==> src/rtl/midi_tx.sv <==
// MIDI transmit path: turns note on/off events into channel-voice messages
// (status, note, velocity) with optional running status, and shifts them out
// as back-to-back 8N1 UART frames on o_tx.
module midi_tx #(
  parameter int BAUD_DIV       = 233,
  parameter int RUNNING_STATUS = 1
) (
  input  logic       i_clk,
  input  logic       i_res,
  input  logic       i_valid,
  output logic       o_ready,
  input  logic       i_note_on,
  input  logic [3:0] i_ch,
  input  logic [6:0] i_note_num,
  input  logic [6:0] i_velocity,
  input  logic       i_rs_clear,
  output logic       o_tx,
  output logic       o_busy,
  output logic       o_msg_done
);

  localparam int                CNT_W      = (BAUD_DIV < 1) ? 1 : $clog2(BAUD_DIV + 1);
  localparam logic [CNT_W-1:0] CNT_RELOAD = CNT_W'(BAUD_DIV);
  localparam logic [3:0]       LAST_BIT   = 4'd9;

  typedef enum logic [2:0] {
    ST_IDLE      = 3'd0,
    ST_SEND_STAT = 3'd1,
    ST_SEND_D1   = 3'd2,
    ST_SEND_D2   = 3'd3,
    ST_DONE      = 3'd4
  } msg_state_e;

  // Line level for frame position idx: 0 = start, 1..8 = data LSB first, 9 = stop.
  function automatic logic tx_bit(input logic [7:0] b, input logic [3:0] idx);
    logic r;
    case (idx)
      4'd0:    r = 1'b0;
      4'd1:    r = b[0];
      4'd2:    r = b[1];
      4'd3:    r = b[2];
      4'd4:    r = b[3];
      4'd5:    r = b[4];
      4'd6:    r = b[5];
      4'd7:    r = b[6];
      4'd8:    r = b[7];
      default: r = 1'b1;
    endcase
    return r;
  endfunction

  // Byte sequence order once the current byte has finished.
  function automatic msg_state_e next_send(input msg_state_e s);
    msg_state_e r;
    case (s)
      ST_SEND_STAT: r = ST_SEND_D1;
      ST_SEND_D1:   r = ST_SEND_D2;
      ST_SEND_D2:   r = ST_DONE;
      default:      r = ST_IDLE;
    endcase
    return r;
  endfunction

  msg_state_e       state_q, state_d;
  logic [3:0]       bit_idx_q, bit_idx_d;
  logic [CNT_W-1:0] cnt_q, cnt_d;
  logic [7:0]       status_q, status_d;
  logic [7:0]       d1_q, d1_d;
  logic [7:0]       d2_q, d2_d;
  logic [7:0]       last_status_q, last_status_d;
  logic             rs_flag_q, rs_flag_d;
  logic             tx_q, tx_d;
  logic             ready_q, ready_d;
  logic             busy_q, busy_d;
  logic             done_q, done_d;

  logic             accept_s;
  logic             bit_end_s;
  logic             stat_done_s;
  logic             skip_stat_s;
  logic [7:0]       new_status_s;
  logic [7:0]       byte_s;

  assign accept_s     = i_valid & ready_q;
  assign bit_end_s    = (cnt_q == '0);
  assign stat_done_s  = (state_q == ST_SEND_STAT) && bit_end_s && (bit_idx_q == LAST_BIT);
  assign new_status_s = {1'b1, 2'b00, i_note_on, i_ch};
  // A pending or simultaneous rs_clear always forces the status byte out.
  assign skip_stat_s  = (RUNNING_STATUS != 0) && (new_status_s == last_status_q) &&
                        !rs_flag_q && !i_rs_clear;

  // Message sequencing, bit timing, running-status bookkeeping and next outputs.
  always_comb begin
    state_d       = state_q;
    bit_idx_d     = bit_idx_q;
    cnt_d         = cnt_q;
    status_d      = status_q;
    d1_d          = d1_q;
    d2_d          = d2_q;
    last_status_d = last_status_q;
    rs_flag_d     = rs_flag_q;
    byte_s        = 8'hFF;

    case (state_q)
      ST_IDLE: begin
        if (accept_s) begin
          status_d  = new_status_s;
          d1_d      = {1'b0, i_note_num};
          d2_d      = {1'b0, i_velocity};
          bit_idx_d = 4'd0;
          cnt_d     = CNT_RELOAD;
          if (skip_stat_s) begin
            state_d = ST_SEND_D1;
          end else begin
            state_d = ST_SEND_STAT;
          end
        end else begin
          state_d = ST_IDLE;
        end
      end
      ST_SEND_STAT, ST_SEND_D1, ST_SEND_D2: begin
        if (bit_end_s) begin
          cnt_d = CNT_RELOAD;
          if (bit_idx_q == LAST_BIT) begin
            bit_idx_d = 4'd0;
            state_d   = next_send(state_q);
          end else begin
            bit_idx_d = bit_idx_q + 4'd1;
          end
        end else begin
          cnt_d = cnt_q - CNT_W'(1);
        end
      end
      ST_DONE: begin
        state_d = ST_IDLE;
      end
      default: begin
        state_d = ST_IDLE;
      end
    endcase

    if (stat_done_s) begin
      last_status_d = status_q;
    end else begin
      last_status_d = last_status_q;
    end

    // A new request wins over the clear from a completing status byte.
    if (i_rs_clear) begin
      rs_flag_d = 1'b1;
    end else if (stat_done_s) begin
      rs_flag_d = 1'b0;
    end else begin
      rs_flag_d = rs_flag_q;
    end

    case (state_d)
      ST_SEND_STAT: byte_s = status_d;
      ST_SEND_D1:   byte_s = d1_d;
      ST_SEND_D2:   byte_s = d2_d;
      default:      byte_s = 8'hFF;
    endcase
  end

  assign ready_d = (state_d == ST_IDLE);
  assign busy_d  = (state_d == ST_SEND_STAT) || (state_d == ST_SEND_D1) || (state_d == ST_SEND_D2);
  assign done_d  = (state_d == ST_DONE);
  assign tx_d    = busy_d ? tx_bit(byte_s, bit_idx_d) : 1'b1;

  // State and output registers with synchronous reset.
  always_ff @(posedge i_clk) begin
    if (i_res) begin
      state_q       <= ST_IDLE;
      bit_idx_q     <= 4'd0;
      cnt_q         <= '0;
      status_q      <= 8'h00;
      d1_q          <= 8'h00;
      d2_q          <= 8'h00;
      last_status_q <= 8'h00;
      rs_flag_q     <= 1'b0;
      tx_q          <= 1'b1;
      ready_q       <= 1'b1;
      busy_q        <= 1'b0;
      done_q        <= 1'b0;
    end else begin
      state_q       <= state_d;
      bit_idx_q     <= bit_idx_d;
      cnt_q         <= cnt_d;
      status_q      <= status_d;
      d1_q          <= d1_d;
      d2_q          <= d2_d;
      last_status_q <= last_status_d;
      rs_flag_q     <= rs_flag_d;
      tx_q          <= tx_d;
      ready_q       <= ready_d;
      busy_q        <= busy_d;
      done_q        <= done_d;
    end
  end

  assign o_tx       = tx_q;
  assign o_ready    = ready_q;
  assign o_busy     = busy_q;
  assign o_msg_done = done_q;

endmodule

==> config.mk <==
export PLATFORM = sky130hd
export DESIGN_NAME = midi_tx
export DESIGN_NICKNAME = d
export VERILOG_FILES = /design/src/rtl/midi_tx.sv
export SDC_FILE = /design/constraint.sdc
export NUM_CORES = 1
export LEC_CHECK = 0
export ABC_AREA = 1
export BUFFER_PORTS_ARGS = -buffer_cell sky130_fd_sc_hd__buf_4
export CORE_MARGIN = 3
export CORE_UTILIZATION = 58
export CTS_BUF_LIST = sky130_fd_sc_hd__clkbuf_16
export DETAILED_ROUTE_END_ITERATION = 12
export PLACE_DENSITY = 0.78
export SKIP_CTS_REPAIR_TIMING = 1
export SYNTH_ARGS = -nofsm -noshare
export SYNTH_HDL_FRONTEND = slang
export SYNTH_SLANG_ARGS = --single-unit
==> constraint.sdc <==
create_clock -name i_clk -period 2.9 [get_ports i_clk]
set_input_delay 0.29 -clock i_clk [delete_from_list [all_inputs] [get_ports i_clk]]
set_output_delay 0.29 -clock i_clk [all_outputs]
set_load 0.03 [all_outputs]
==> impl_metrics.yaml, run 1 <==
run_status:
  outcome: "completed"
sta:
  rsz0062_at_grt: "no"
  setup_viol: 0
  post-route-period-util_pct: 77.72
  finalClockSkew_ns: 0.002871
  hold_violations: 0
  slew_violations: 0
  max_freq_mhz: 443.7
  fin_crit_ns: 2.254
  tns_ns: 0
  worstMarginPinSlew_ns: 0.4893
  max_slew_margin_pct: 67.38
clock_tree:
  cts.clk_slew.worst_paths_ns: 0.06
  cts_sinks: 52
  root_buffer: "clkbuf_16"
  max-clock-path-buffers: 2
  cts_buffers: 5
  clkLatencyLatePin_ns: 0.28
  htreeDepth: 2
  cts_tree: "built"
grt:
  grt_pass1_wl_mm: 9.446
  grt_overflow_total: 0
  antenna_found_initial: 0
  grtUsageMet1_pct: 27.86
  met3_usage_pct: 5.135
  grt.total_usage_pct: 22.06
  grt-busiest-layer: "met2"
  first_global_vias: 2187
  grt_max_degree: 41
  use_met2_pct: 36.49
setup_path:
  cp_max_fo: 15
  max_stage_delay_ns: 0.38
  crit_top_cell: "nand2_1"
  start_kind: "register"
  crit_chain: "inv_2, nand3_1, nor2_2, inv_2, o21bai_1, nand2_4, inv_1, nand2_1, nand2_1, o21ai_1, nand2_1, nor2_1, nand3_1"
  critPathKind: "register to register"
  cp.required_ns: 3.08
  arrival_ns: 2.43
  crit_slowest_cell: "nor2_2"
  cp-end-kind: "register"
synthesis:
  synth_compound_area_share_pct: 9.480
  synth_top_family_by_area: "simple AND/OR/NAND/NOR gates"
  syn_area_um2: 2719
  synth_cell_type_count: 39
  syn-num-nets: 411
  yosys.area_share.adder_pct: 1.841
  synth_warnings: 0
  syn_area_per_cell_um2: 7.080
  yosysSeqAreaShare_pct: 38.29
  synthCells: 384
  synthMuxAreaShare_pct: 3.682
  synth_xor_area_share_pct: 0.6443
  yosys.area_share.simple_pct: 36.40
  ys_ff_latch: 52
floorplan:
  dieWidth_um: 74.47
  num_rows: 24
  core_area_um2: 4444
  initial_core_util_pct: 61.18
  die_area_um2: 5545
  die_h_um: 74.47
  ioPinCount: 27
worst_hold_path:
  hold_path_class: "input port to register"
pwr:
  p_per_area_nw_per_um2: 533.7
  irDropWorstVdd_mv: 0.3227
  leakagePower_uw: 0.001409
drt:
  drc_errors: 0
  dr.pass1.iters: 4
  wire_per_inst_um: 12.14
  viasPerCell: 5.225
  ant_nets: 0
  totalWireLength_mm: 5.562
  num_vias: 2393
  initialDrtViolationCount: 175
place:
  hpwl_mm: 4.149
  io_buffer_count: 26
  dp_cells: 451
  place_congestion: 0.8338
  placed_area_um2: 2908
flow_run:
  maxCapViolations: 0
finish:
  fin_cells: 458
  nNetsFinal: 433
  final_util_pct: 68.41
  syn_to_final_growth_pct: 11.83
  fin_area_um2: 3040
  drive_gt1_share_pct: 14.78
  antenna-diode-count: 0
report_power, final:
part / total, uW / leakage [uW] / switching, uW / internal (uW)
Sequential: 777 / 0.000426 / 21.4 / 756
Combinational: 299 / 0.000919 / 185 / 114
Clock: 547 / 0.0000648 / 238 / 309
sequential cells by signal (all words and copies together) (netlist names), 3 cells and up:
name           cells
state_q            3
bit_idx_q          4
status_q           8
cnt_q              8
d1_q               8
last_status_q      8
d2_q               8
layer usage:
layer  routed length, um  share of wire [%]
met3                 195                3.5
met1                2637                 47
met4                 110                2.0
met2                2617                 47
met5                   0                  0
Yosys cell counts, drive strengths merged:
master	count	area (um^2)
a21o	2	15.01
a21oi	15	75.07
nand2	90	362.9
inv	49	183.9
and2	4	25.02
dfxtp	52	1041
or4	1	7.510
o21ai	23	118.9
clkbuf	5	20.01
a31oi	3	18.77
nand4	5	31.28
nand3	23	140.1
buf	7	58.80
o31ai	1	7.510
nor4	2	12.51
nor3	1	5.000
mux2i	10	100.1
ha	4	50.05
or2	5	31.29
nor2	66	291.5
xor2	2	17.52
nor3b	1	7.510
o21bai	1	7.510
o211ai	2	15.01
nand3b	10	75.07
kinds of logic (layout without fill, tap and decap cells):
| family | Yosys count | count (layout) |
|---|---|---|
| flops | 52 | 52 |
| fa+ha+maj | 4 | 4 |
| mux | 10 | 10 |
| simple gates | 208 | 208 |
| compound gates | 47 | 47 |
| buf+inv | 61 | 83 |
| xor+xnor | 2 | 2 |
final timing paths:
path | from | endpoint | slack, ns | cells past startpoint
setup reg to reg | state_q[2] | o_tx | 0.65 | 13
hold / removal | i_rs_clear | rs_flag_q | 0.22 | 3
setup / recovery | state_q[2] | o_tx | 0.65 | 13
hold reg to reg | d2_q[7] | d2_q[7] | 0.46 | 2
worst max-delay path, delay by kind of cell (launching register included):
kind,cells,cell delay (ns)
AO/OA/AOI/OAI,2,0.34
buffers and inverters,3,0.38
flip-flops,1,0.34
AND/OR/NAND/NOR,8,1.08
layout by cell type, fill, tap and decap left out, drive strengths merged, types with 2 or more instances in the layout:
cell    synthesis  layout
nand4           5       5
a31oi           3       3
o21ai          23      23
a21oi          15      15
clkinv          0       2
inv            49      49
or2             5       5
o211ai          2       2
a21o            2       2
and2            4       4
nand3          23      23
nor4            2       2
buf             7      27
mux2i          10      10
dfxtp          52      52
xor2            2       2
nor2           66      66
nand2          90      90
nand3b         10      10
ha              4       4
clkbuf          5       5
area by class of cell:
class / instances / area [um^2]
multi-input cells: 271 / 1415
fillers: 401 / 1404
flip-flops and latches: 52 / 1041
repair buffers: 27 / 202.7
inverters: 49 / 183.9
clock buffers: 5 / 125.1
well taps: 52 / 65.06
clock inverters: 2 / 7.507
through the flow:
stage	setup slack, ns	power, uW	hold WS [ns]
floorplan	1.003	1015	0.3739
global placement	0.7164	1086	0.4402
detailed placement	0.6769	1091	0.4452
CTS	0.6539	1635	0.2135
global route	0.3749	1715	0.2057
finish	0.6461	1623	0.2169
Note: power is estimated with default switching activity, not from simulation.
==> run 2, diff against run 1 <==
Clock period 2.9 ns to 2.25 ns, I/O delays scaled along.
==> impl_metrics.yaml, run 2 (synthesis gave the netlist of run 1 again) <==
worst_hold_path:
  whs_path_depth: 3
  hold_path_class: "input port to register"
  whs_endpoint: "rs_flag_q"
  min_from: "i_rs_clear"
finish:
  syn_to_final_growth_pct: 14.22
  antenna-diode-count: 0
  nNetsFinal: 436
  most-common-layout-cells: "82 x nand2_1, 60 x nor2_1, 52 x dfxtp_1"
  fin_area_um2: 3105
  layout_commonest_cell: "nand2_1"
  final_util_pct: 69.88
  drive_gt1_share_pct: 16.10
setup_path:
  crit_chain: "ha_1, nand2_1, nor2_4, nand3_2, nand2_1, nand2_1, nand2_2, nand2_2, buf_4, nand3b_1, nand3_1, nand2_1, nand2_1, nor2_1, nand3_1"
  rrSetupSlack_ns: 0.17
  crit_slowest_cell: "dfxtp_1"
  cp-end-kind: "register"
  max_stage_delay_ns: 0.40
  timing.rr.start: "bit_idx_q[0]"
  reg2reg_depth: 15
  critPathKind: "register to register"
  cp.required_ns: 2.43
  cp_max_fo: 11
  crit_family: "simple AND/OR/NAND/NOR gates"
  arrival_ns: 2.25
  start_kind: "register"
  reg2reg_to: "o_tx"
  crit_top_cell: "nand2_1"
  cp.buffers_inverters: 1
clock_tree:
  clkLatencyLatePin_ns: 0.29
  htreeDepth: 2
  root_buffer: "clkbuf_16"
  max-clock-path-buffers: 2
  cts_buffers: 5
  cts.clk_slew.worst_paths_ns: 0.06
  cts_sinks: 52
  cts_tree: "built"
drt:
  dr.pass1.iters: 4
  initialDrtViolationCount: 195
  drc_errors: 0
  ant_nets: 0
  wire_per_inst_um: 12.82
  num_vias: 2420
  totalWireLength_mm: 5.923
  viasPerCell: 5.238
sta:
  slew_violations: 0
  worstMarginPinSlew_ns: 0.4271
  rsz0062_at_grt: "no"
  finalClockSkew_ns: 0.005013
  setup_viol: 0
  tns_ns: 0
  whs_ns: 0.1551
  max_slew_margin_pct: 71.53
  fin_crit_ns: 2.077
  post-route-period-util_pct: 92.30
  worst_slack_ns: 0.1733
  max_freq_mhz: 481.5
  hold_violations: 0
pwr:
  p_per_area_nw_per_um2: 720.1
  irDropWorstVdd_mv: 0.3754
  leakagePower_uw: 0.001440
grt:
  grt.total_usage_pct: 23.24
  first_global_vias: 2240
  grt_max_degree: 41
  antenna_found_initial: 0
  grt_pass1_wl_mm: 10.01
  grt_overflow_total: 0
place:
  placed_area_um2: 2930
  hpwl_mm: 4.385
  io_buffer_count: 26
  pre_cts_ws_ns: 0.1726
  place_congestion: 0.8612
floorplan:
  ioPinCount: 27
  initial_core_util_pct: 61.18
  num_rows: 24
  dieWidth_um: 74.47
  die_h_um: 74.47
  die_area_um2: 5545
  core_area_um2: 4444
flow_run:
  maxCapViolations: 0
run_status:
  outcome: "completed"
-- run 2: worst max path at each step --
stage,startpoint,depth (start not counted),end
detailed placement,bit_idx_q[0],7,last_status_q[6]
finish,bit_idx_q[0],15,o_tx
global route,state_q[2],13,o_tx
CTS,cnt_q[0],8,last_status_q[6]
global placement,bit_idx_q[0],7,last_status_q[6]
floorplan,o_ready,11,o_tx
-- run 2: cell type report --
type,count,area (um^2)
inverter,49,183.9
tap,52,65.06
clock inverter,3,37.54
timing repair buffer,30,225.2
multi-input combinational,271,1428
sequential,52,1041
fill,413,1339
clock buffer,5,125.1
-- run 2: through the flow --
stage               power, uW  instances
finish                   2236        462
floorplan                1309        384
CTS                      2241        462
global route             2341        462
global placement         1403        454
detailed placement       1413        454
-- run 2: routing by layer --
metal  GRT usage [%]  routed length [um]  up-vias
li1                -                   -     1271
met1           30.64                2747     1089
met2           38.24                2810       50
met3           4.595                 257       10
met4           7.510                 107        0
met5               0                   0        -
-- run 2: power breakdown --
part           total, uW  leakage (uW)  internal (uW)  switching, uW
combinational        399      0.000936            151            248
clock                835     0.0000789            517            318
sequential          1000      0.000426            974           28.2
-- run 2: worst reg2reg max path: stages, from the launching register on --
cell and delay [ns]:
dfxtp_1 0.40, ha_1 0.17, nand2_1 0.08, nor2_4 0.18, nand3_2 0.11, nand2_1 0.07
nand2_1 0.06, nand2_2 0.07, nand2_2 0.15, buf_4 0.22, nand3b_1 0.10, nand3_1 0.08
nand2_1 0.07, nand2_1 0.05, nor2_1 0.10, nand3_1 0.07
